`src/rtl/baud_tick_gen_if.sv`:
```
// Control and tick bundle between the baud generator and a serial TX/RX engine.
// The engine (master) drives rate/enable controls; the generator (slave) returns ticks.
interface baud_tick_gen_if #(
    parameter int CNT_W      = 16,
    parameter int FRAME_BITS = 10
);
    logic                          en;
    logic [2:0]                    baud_sel;
    logic                          div_load;
    logic [CNT_W-1:0]              div_val;
    logic                          tick_os;
    logic                          tick_mid;
    logic                          tick_end;
    logic                          frame_done;
    logic [$clog2(FRAME_BITS)-1:0] bit_idx;
    logic                          div_err;

    modport master (
        output en, baud_sel, div_load, div_val,
        input  tick_os, tick_mid, tick_end, frame_done, bit_idx, div_err
    );

    modport slave (
        input  en, baud_sel, div_load, div_val,
        output tick_os, tick_mid, tick_end, frame_done, bit_idx, div_err
    );
endinterface

```
`src/rtl/baud_tick_gen.sv`:
```
// Run-time selectable UART bit-clock generator: oversample, mid-bit and end-of-bit
// ticks plus a bit/frame counter, with a loadable custom divisor.
module baud_tick_gen #(
    parameter int CLK_HZ     = 50000000,
    parameter int OVERSAMPLE = 16,
    parameter int CNT_W      = 16,
    parameter int FRAME_BITS = 10
) (
    input logic            clk,
    input logic            rst,
    baud_tick_gen_if.slave bus
);
    localparam int BW    = $clog2(FRAME_BITS);
    localparam int OS_SH = $clog2(OVERSAMPLE);

    localparam logic [CNT_W:0]   ONE_W   = 1;
    localparam logic [CNT_W-1:0] DIV_MIN = CNT_W'(2*OVERSAMPLE-1);
    localparam logic [BW-1:0]    LAST_BIT = BW'(FRAME_BITS-1);

    function automatic logic [CNT_W-1:0] tbl_div(input int baud);
        return CNT_W'((CLK_HZ + baud/2)/baud - 1);
    endfunction

    // Oversample period-1 from a bit period-1: floor((d+1)/OVERSAMPLE) - 1.
    function automatic logic [CNT_W-1:0] os_of(input logic [CNT_W-1:0] d);
        logic [CNT_W:0] p;
        p = {1'b0, d} + ONE_W;
        p = (p >> OS_SH) - ONE_W;
        return p[CNT_W-1:0];
    endfunction

    localparam logic [CNT_W-1:0] D_9600   = tbl_div(9600);
    localparam logic [CNT_W-1:0] D_19200  = tbl_div(19200);
    localparam logic [CNT_W-1:0] D_38400  = tbl_div(38400);
    localparam logic [CNT_W-1:0] D_57600  = tbl_div(57600);
    localparam logic [CNT_W-1:0] D_115200 = tbl_div(115200);
    localparam logic [CNT_W-1:0] OS_9600  = os_of(D_9600);

    logic                r_en_q;
    logic [CNT_W-1:0]    r_div;
    logic [CNT_W-1:0]    r_os_div;
    logic [CNT_W-1:0]    r_cust;
    logic [CNT_W-1:0]    r_cnt;
    logic [CNT_W-1:0]    r_os_cnt;
    logic [BW-1:0]       r_bit;
    logic                r_tick_os;
    logic                r_tick_mid;
    logic                r_tick_end;
    logic                r_frame_done;
    logic                r_div_err;

    logic                w_rise;
    logic [CNT_W-1:0]    w_src;
    logic [CNT_W-1:0]    w_div;
    logic [CNT_W-1:0]    w_os_div;
    logic                w_cnt_wrap;
    logic                w_os_wrap;
    logic                w_mid_hit;
    logic                w_last_bit;
    logic                w_load_ok;

    assign w_rise = bus.en & ~r_en_q;

    always_comb begin
        w_src = r_cust;
        case (bus.baud_sel)
            3'd0:    w_src = D_9600;
            3'd1:    w_src = D_19200;
            3'd2:    w_src = D_38400;
            3'd3:    w_src = D_57600;
            3'd4:    w_src = D_115200;
            default: w_src = r_cust;
        endcase
    end

    // On the latch edge the compares already see the freshly selected divisor.
    assign w_div      = w_rise ? w_src        : r_div;
    assign w_os_div   = w_rise ? os_of(w_src) : r_os_div;
    assign w_cnt_wrap = (r_cnt == w_div);
    assign w_os_wrap  = (r_os_cnt == w_os_div);
    assign w_mid_hit  = (r_cnt == (w_div >> 1));
    assign w_last_bit = (r_bit == LAST_BIT);
    assign w_load_ok  = ~bus.en & (bus.div_val >= DIV_MIN);

    // Divisor selection and custom register.
    always_ff @(posedge clk or posedge rst) begin
        if (rst) begin
            r_en_q    <= 1'b0;
            r_div     <= D_9600;
            r_os_div  <= OS_9600;
            r_cust    <= D_9600;
            r_div_err <= 1'b0;
        end else begin
            r_en_q    <= bus.en;
            r_div_err <= bus.div_load & ~w_load_ok;
            if (bus.div_load && w_load_ok)
                r_cust <= bus.div_val;
            if (w_rise) begin
                r_div    <= w_src;
                r_os_div <= os_of(w_src);
            end
        end
    end

    // Counters and registered tick pulses.
    always_ff @(posedge clk or posedge rst) begin
        if (rst) begin
            r_cnt        <= '0;
            r_os_cnt     <= '0;
            r_bit        <= '0;
            r_tick_os    <= 1'b0;
            r_tick_mid   <= 1'b0;
            r_tick_end   <= 1'b0;
            r_frame_done <= 1'b0;
        end else if (!bus.en) begin
            r_cnt        <= '0;
            r_os_cnt     <= '0;
            r_bit        <= '0;
            r_tick_os    <= 1'b0;
            r_tick_mid   <= 1'b0;
            r_tick_end   <= 1'b0;
            r_frame_done <= 1'b0;
        end else begin
            r_cnt        <= w_cnt_wrap ? '0 : r_cnt + 1'b1;
            r_os_cnt     <= (w_cnt_wrap || w_os_wrap) ? '0 : r_os_cnt + 1'b1;
            if (w_cnt_wrap)
                r_bit <= w_last_bit ? '0 : r_bit + 1'b1;
            r_tick_os    <= w_os_wrap;
            r_tick_mid   <= w_mid_hit;
            r_tick_end   <= w_cnt_wrap;
            r_frame_done <= w_cnt_wrap & w_last_bit;
        end
    end

    assign bus.tick_os    = r_tick_os;
    assign bus.tick_mid   = r_tick_mid;
    assign bus.tick_end   = r_tick_end;
    assign bus.frame_done = r_frame_done;
    assign bus.bit_idx    = r_bit;
    assign bus.div_err    = r_div_err;
endmodule

```
`src/flat_wrapper.sv`:
```
// flat-port wrapper written by rule: the top's interface ports become plain ports
module baud_tick_gen_flat 
#(
    parameter int CLK_HZ     = 50000000,
    parameter int OVERSAMPLE = 16,
    parameter int CNT_W      = 16,
    parameter int FRAME_BITS = 10
)
  (clk, rst, bus_en, bus_baud_sel, bus_div_load, bus_div_val, bus_tick_os, bus_tick_mid, bus_tick_end, bus_frame_done, bus_bit_idx, bus_div_err);
  baud_tick_gen_if #(.CNT_W(CNT_W), .FRAME_BITS(FRAME_BITS)) bus_i ();
  input logic clk;
  input logic rst;
  input wire logic [$bits(bus_i.en)-1:0] bus_en;
  input wire logic [$bits(bus_i.baud_sel)-1:0] bus_baud_sel;
  input wire logic [$bits(bus_i.div_load)-1:0] bus_div_load;
  input wire logic [$bits(bus_i.div_val)-1:0] bus_div_val;
  output wire logic [$bits(bus_i.tick_os)-1:0] bus_tick_os;
  output wire logic [$bits(bus_i.tick_mid)-1:0] bus_tick_mid;
  output wire logic [$bits(bus_i.tick_end)-1:0] bus_tick_end;
  output wire logic [$bits(bus_i.frame_done)-1:0] bus_frame_done;
  output wire logic [$bits(bus_i.bit_idx)-1:0] bus_bit_idx;
  output wire logic [$bits(bus_i.div_err)-1:0] bus_div_err;
  assign bus_i.en = bus_en;
  assign bus_i.baud_sel = bus_baud_sel;
  assign bus_i.div_load = bus_div_load;
  assign bus_i.div_val = bus_div_val;
  assign bus_tick_os = bus_i.tick_os;
  assign bus_tick_mid = bus_i.tick_mid;
  assign bus_tick_end = bus_i.tick_end;
  assign bus_frame_done = bus_i.frame_done;
  assign bus_bit_idx = bus_i.bit_idx;
  assign bus_div_err = bus_i.div_err;
  baud_tick_gen #(.CLK_HZ(CLK_HZ), .OVERSAMPLE(OVERSAMPLE), .CNT_W(CNT_W), .FRAME_BITS(FRAME_BITS)) u_core (.clk(clk), .rst(rst), .bus(bus_i));
endmodule
```
`config.mk`:
```
export PLATFORM = sky130hd
export DESIGN_NAME = baud_tick_gen_flat
export DESIGN_NICKNAME = d
export VERILOG_FILES = /design/src/rtl/baud_tick_gen_if.sv /design/src/rtl/baud_tick_gen.sv /design/src/flat_wrapper.sv
export SDC_FILE = /design/constraint.sdc
export NUM_CORES = 1
export LEC_CHECK = 0
export ABC_AREA = 1
export BUFFER_PORTS_ARGS = -buffer_cell sky130_fd_sc_hd__buf_2
export CORE_MARGIN = 1
export CORE_UTILIZATION = 50
export DETAILED_ROUTE_END_ITERATION = 16
export GPL_ROUTABILITY_DRIVEN = 0
export GPL_TIMING_DRIVEN = 1
export PLACE_DENSITY = 0.78
export RECOVER_POWER = 25
export SYNTH_ARGS = -nofsm -noshare
export SYNTH_HDL_FRONTEND = slang
export SYNTH_SLANG_ARGS = --single-unit
export TNS_END_PERCENT = 5
```
`constraint.sdc`:
```
create_clock -name clk -period 3.7 [get_ports clk]
set_input_delay 0.37 -clock clk [delete_from_list [all_inputs] [get_ports clk]]
set_output_delay 0.37 -clock clk [all_outputs]
set_load 0.02 [all_outputs]
```
Word-level counts from Yosys, hierarchy flattened
Index checks and enable logic that the tools add are counted.
Operators by class
  muxes and demuxes: 14
  reductions and logical operators: 3
  shifts and indexed selects: 0
  add/sub/neg operators: 5
  order comparisons: 1
  eq/ne operators: 9
  bitwise operators: 7
  divide/modulo/power cells: 0
  $mul: 0
Operators with widths (count)
  $mux 16: 6
  $pmux 16 s5: 1
  $add 16x1->16 const B: 2
  $eq 16x16->1: 2
  $add 16x1->17 const B: 1
  $eq 16x15->1: 1
  $ge 16x5->1 const B: 1
  $sub 13x1->14 const B: 1
  $mux 4: 3
  $eq 3x2->1 const B: 2
  $add 4x1->4 const B: 1
  $and 1x1->1: 4
  $eq 4x4->1 const B: 1
  $mux 1: 4
  $eq 3x1->1 const B: 1
  $eq 3x3->1 const B: 1
  $logic_not 3->1: 1
  $not 1->1: 3
  $ne 2x1->1 const B: 1
  $logic_and 1x1->1: 1
  $logic_or 1x1->1: 1
Word-level totals
  memory bits (writable): 0
  word-level logic and storage cells: 51
  memory bits (read-only): 0
  bits in latches: 0
  output and inout port bits: 9
  register bits: 90
  memories: 0

Logic depth before layout (Yosys ltp)
  depth in word-level cells: 9
  mapped depth: 26

Worst setup path before layout
Ideal clock, no wire load.
  kind: in2reg
  start point: input bus_baud_sel[2]
  end point: register u_core.r_os_cnt[14]
  arrival time: 2.883 ns
  path slack: 0.694 ns
  stages: 22
  setup time: 0.123 ns
  path buffers: 2
  cells stage by stage: buf_4 a21oi_1 nor2_1 nor2_1 nand4_1 nand2_1 nand2_1 ha_1 o21ai_0 xor2_1 nand2_1 nor2_1 nand3_1 a21oi_1 nand3_1 nor2_1 nand2_1 nor2_2 nand2_2 nand2_4 buf_12 nor2_2
On the way
  longest elaborated chain between the ends: 9
RTL lines
  start, declared: RTL line flat_wrapper.sv:14  | input wire logic [$bits(bus_i.baud_sel)-1:0] bus_baud_sel;
  $eq 3x3->1 (tied with other cells): RTL line baud_tick_gen.sv:66  | case (bus.baud_sel)
  $pmux 16 s5 (*): RTL line baud_tick_gen.sv:66
  $add 16x1->17 (*): RTL line baud_tick_gen.sv:27  | p = {1'b0, d} + ONE_W;
  $sub 13x1->14 (*): RTL line baud_tick_gen.sv:28  | p = (p >> OS_SH) - ONE_W;
  $mux 16 (*): RTL line baud_tick_gen.sv:78  | assign w_os_div = w_rise ? os_of(w_src) : r_os_div;
  named net u_core.w_os_div[1]: RTL line baud_tick_gen.sv:55  | logic [CNT_W-1:0] w_os_div;
  $eq 16x16->1 (*): RTL line baud_tick_gen.sv:80  | assign w_os_wrap = (r_os_cnt == w_os_div);
  $logic_or 1x1->1 (*): RTL line baud_tick_gen.sv:125  | r_os_cnt <= (w_cnt_wrap || w_os_wrap) ? '0 : r_os_cnt + 1'b1;
  $mux 16 (*): RTL line baud_tick_gen.sv:125
  $mux 16 (*): RTL line baud_tick_gen.sv:115  | end else if (!bus.en) begin
  end signal, assigned: RTL line baud_tick_gen.sv:125
  end, declared: RTL line baud_tick_gen.sv:44  | logic [CNT_W-1:0] r_os_cnt;
The timed path passes the listed nets; every way through them passes the cells marked *.
A chain may end at the register's enable or synchronous reset.

Final worst setup path
  start point: register u_core.r_cust[0]
  end point: register u_core.r_os_cnt[4]
On the way
  longest elaborated chain between the ends: 8
RTL lines
  start, declared: RTL line baud_tick_gen.sv:42  | logic [CNT_W-1:0] r_cust;
  start signal, assigned: RTL line baud_tick_gen.sv:97  | r_cust <= bus.div_val;
  $pmux 16 s5: RTL line baud_tick_gen.sv:66
  $add 16x1->17: RTL line baud_tick_gen.sv:27
  $sub 13x1->14: RTL line baud_tick_gen.sv:28
  $mux 16: RTL line baud_tick_gen.sv:78
  named net u_core.w_os_div[1]: RTL line baud_tick_gen.sv:55
  $eq 16x16->1: RTL line baud_tick_gen.sv:80
  $logic_or 1x1->1: RTL line baud_tick_gen.sv:125
  $mux 16: RTL line baud_tick_gen.sv:125
  $mux 16: RTL line baud_tick_gen.sv:115
The timed path passes the listed nets, and every way through them passes these cells.

==> flow_summary.ini <==
[timing]
tns_ns = 0
worstMarginPinSlew_ns = 1.53
finalHoldViolCount = 0
fin_crit_ns = 3.29
relSlewSlack = -0.0238
rsz0062_at_grt = false
period_share = 0.890
skew_ns = 0.0100
fmax_mhz = 304
slew_viol_final = 37
setup_viol = 0

[clock_network]
clkSlewWorstSetupHoldPaths_ns = 0.07
htree_levels = 3
clock-sinks = 90
cts_root_buffer = clkbuf_16
ctsResizeCount = 0
cts_tree = done
cts_made_buffers = 9
ctsHoldBuffers = 0
clock_latency_ns = 0.36
clockBufferDepth = 2
post-cts-setup-buffers = 0

[logic_synthesis]
postSynth.asyncResetShare = 1.00
syn_area_per_cell_um2 = 7.24
ys.flop_type = dfrtp_1
synth_top_area_frac = 0.316
syn-instance-count = 799
synth_seq_area_share = 0.393
synth_fp_nets = 827
yosys-top-cells-count = 199 x nand2_1, 102 x inv_1, 85 x nor2_1, 73 x dfrtp_1, 73 x nand3_1
synth_compound_area_frac = 0.0746
synthMuxAreaShare = 0.00779
synth_cell_types = 45
yosysMostFrequentCell = nand2_1
synth_enable_flop_cells = 0
netlist_top_cells_area = dfrtp_1 32%, nand2_1 13%, dfstp_2 7.7%
synth_xor_area_frac = 0.0424
synth-seq-cells = 90
post_synth_instance_area_um2 = 5780
synth_fa_ha_area_frac = 0.0108
synth_top_family_by_area = simple AND/OR/NAND/NOR gates
synth-simple-area-share = 0.380
synth_area_leader_cell = dfrtp_1
synth_warnings = 0

[routing]
drc = 0
wl_per_cell_um = 13.2
first_pass_iters = 5
drt_iter0_drc = 274
vias = 5122
routed_wl_um = 13000
routed_via_density = 5.22
ant_nets = 0

[critical_path]
worstReg2RegEnd = u_core.r_os_cnt[4]$_DFF_PP0_
crit_fanout = 14
required_ns = 3.93
critPathMostFrequentCell = nand2_1
start_kind = register
cp_num_cells = 19
crit_start = u_core.r_cust[0]$_DFFE_PP1P_
arrival_ns = 3.52
rrSetupSlack_ns = 0.41
crit_chain = inv_1 > nand2_1 > nand2_2 > o21ai_0 > nand2_1 > ha_1 > o21ai_0 > xor2_1 > nand2_1 > nor2_1 > nand3_1 > a21oi_1 > nand3_1 > nor2_1 > nand2_1 > nor2_2 > nand2_2 > nand2_4 > nor2_1
cp_top_family = simple AND/OR/NAND/NOR gates
r2r_cells = 19
cp.buffers_inverters = 1
path_class = reg2reg
endpoint = u_core.r_os_cnt[4]$_DFF_PP0_
rr_startpoint = u_core.r_cust[0]$_DFFE_PP1P_
critPathCaptureType = register
slowest_stage = dfstp_2
slowest_delay_ns = 0.53

[worst_hold_path]
hold_start = bus_div_val[4]
min-delay-path-class = in2reg

[run_status]
status = finished, violations left
violations = max-capacitance violations, max-slew violations

[final_layout]
fin_cells = 981
multi_input_area_um2 = 2980
regArea_um2 = 2270
nets = 864
areaGrowthSynthToFinish_pct = 10.6
finish.utilization = 0.580
layout-drive-gt1-share = 0.188
insertedDiodeCount = 0
fin_area_um2 = 6400
fillCellCount = 1051

[global_route]
grt_max_degree = 37
grt_pass1_wl_um = 21700
first_global_vias = 4667
grt_remaining_overflow = 0
grtUsageTotal = 0.238
antenna_found_initial = 0

[floorplanning]
die_h_um = 110
core_area_um2 = 11000
rows = 38
initial_core_util = 0.524
die-area_um2 = 12000
die_w_um = 110
ios = 32

[place]
dpl.cell_count = 965
io_buffers = 31
placed_cell_area_um2 = 6090
hpwl_um = 9730

[run]
drv_cap = 1

[pwr]
p_seq_frac = 0.429
combPwrFrac = 0.189
vdd_drop_max_v = 0.000227
power.share.switching = 0.293
leakagePower_nw = 3.09
p_switching_mw = 0.760
power_density_nw_per_um2 = 406
p_int_mw = 1.84
pwr-share-clk = 0.382
-- cell usage in the layout (no fill, tap or decap), types with 2 or more instances in the layout --
cell type / synthesis / routed
o22ai_1: 3 / 3
ha_1: 5 / 5
nor4_1: 8 / 8
nand2_1: 199 / 199
buf_4: 1 / 7
o31ai_1: 2 / 2
inv_2: 10 / 10
nor3_2: 2 / 2
a21oi_1: 19 / 19
dfstp_2: 17 / 17
or2_2: 11 / 11
mux2_2: 4 / 4
inv_1: 102 / 101
nor2_4: 5 / 5
clkbuf_16: 0 / 9
bufinv_16: 0 / 2
nand2_4: 4 / 4
nand4_1: 15 / 15
xor2_1: 25 / 25
nor2_1: 85 / 85
buf_2: 4 / 31
inv_6: 0 / 2
a21oi_2: 2 / 2
o21ai_0: 32 / 32
nor3_1: 14 / 14
nand2_2: 14 / 14
nand3_1: 73 / 73
nor2_2: 23 / 23
nand3b_1: 3 / 3
a31oi_1: 3 / 3
dfrtp_1: 73 / 73
a2111oi_0: 3 / 3
xnor2_1: 3 / 3
nand3_2: 9 / 9
clkbuf_1: 6 / 3
o21ai_1: 8 / 8
-- through the flow --
stage                     power [mW]  worst slack (ns)  hold slack [ns]
after global routing            2.72             0.120            0.262
after global placement          1.61             0.265            0.452
after detailed placement        1.62             0.157            0.458
final                           2.60             0.406            0.257
after floorplan                 1.49             0.694            0.401
after CTS                       2.61             0.430           0.0825
-- worst reg2reg max path: stages, from the launching register on --
cell and delay, ns:
dfstp_2 0.53, inv_1 0.05, nand2_1 0.18, nand2_2 0.16, o21ai_0 0.28, nand2_1 0.15
ha_1 0.30, o21ai_0 0.28, xor2_1 0.18, nand2_1 0.06, nor2_1 0.08, nand3_1 0.08
a21oi_1 0.13, nand3_1 0.09, nor2_1 0.09, nand2_1 0.07, nor2_2 0.10, nand2_2 0.09
nand2_4 0.21, nor2_1 0.07
-- per-layer routing --
| metal | global-route usage | up-vias | share of wire |
|---|---|---|---|
| met1 | 0.327 | 2364 | 0.49 |
| li1 | - | 2635 | - |
| met2 | 0.382 | 100 | 0.45 |
| met4 | 0.0914 | 0 | 0.021 |
| met3 | 0.0314 | 23 | 0.039 |
| met5 | 0 | - | 0 |
-- power groups by stage --
stage          sequential, mW  clock (mW)  combinational, mW
2_1_floorplan            1.12           0              0.372
3_3_place_gp             1.13           0              0.477
4_1_cts                  1.11        1.01              0.490
6_report                 1.11       0.994              0.491
3_5_place_dp             1.13           0              0.485
5_1_grt                  1.12        1.05              0.553
-- cell type report --
| class | instances | area share |
|---|---|---|
| timing repair buffer | 40 | 0.0336 |
| clock inverter | 6 | 0.0141 |
| clock buffer | 10 | 0.0358 |
| multi-input combinational | 581 | 0.466 |
| tap | 140 | 0.0274 |
| inverter | 114 | 0.0675 |
| sequential | 90 | 0.355 |
-- registers in the layout (all words and copies together), names as in the netlist --
register               flops
u_core.bus.bit_idx         4
u_core.bus.div_err         1
u_core.bus.frame_done      1
u_core.bus.tick_end        1
u_core.bus.tick_mid        1
u_core.bus.tick_os         1
u_core.r_cnt              16
u_core.r_cust             16
u_core.r_div              16
u_core.r_en_q              1
u_core.r_os_cnt           16
u_core.r_os_div           16
-- cells by family after synthesis --
kind of cell             Yosys count
XOR/XNOR                          28
AND/OR/NAND/NOR                  467
flip-flops                        90
AO/OA/AOI/OAI                     77
multiplexers                       4
buffers and inverters            128
adder cells (fa/ha/maj)            5
-- how the worst min path moves through the flow --
stage | end | cells after the start
finish | u_core.r_cust[4]$_DFFE_PP1P_ | 2
global route | u_core.r_cust[4]$_DFFE_PP1P_ | 2
CTS | u_core.r_cnt[12]$_DFF_PP0_ | 2
detailed placement | u_core.bus.bit_idx[1]$_DFFE_PP0P_ | 2
global placement | u_core.bus.tick_end$_DFF_PP0_ | 2
floorplan | u_core.r_en_q$_DFF_PP0_ | 0
No activity file was read; power rests on OpenSTA's default activity.
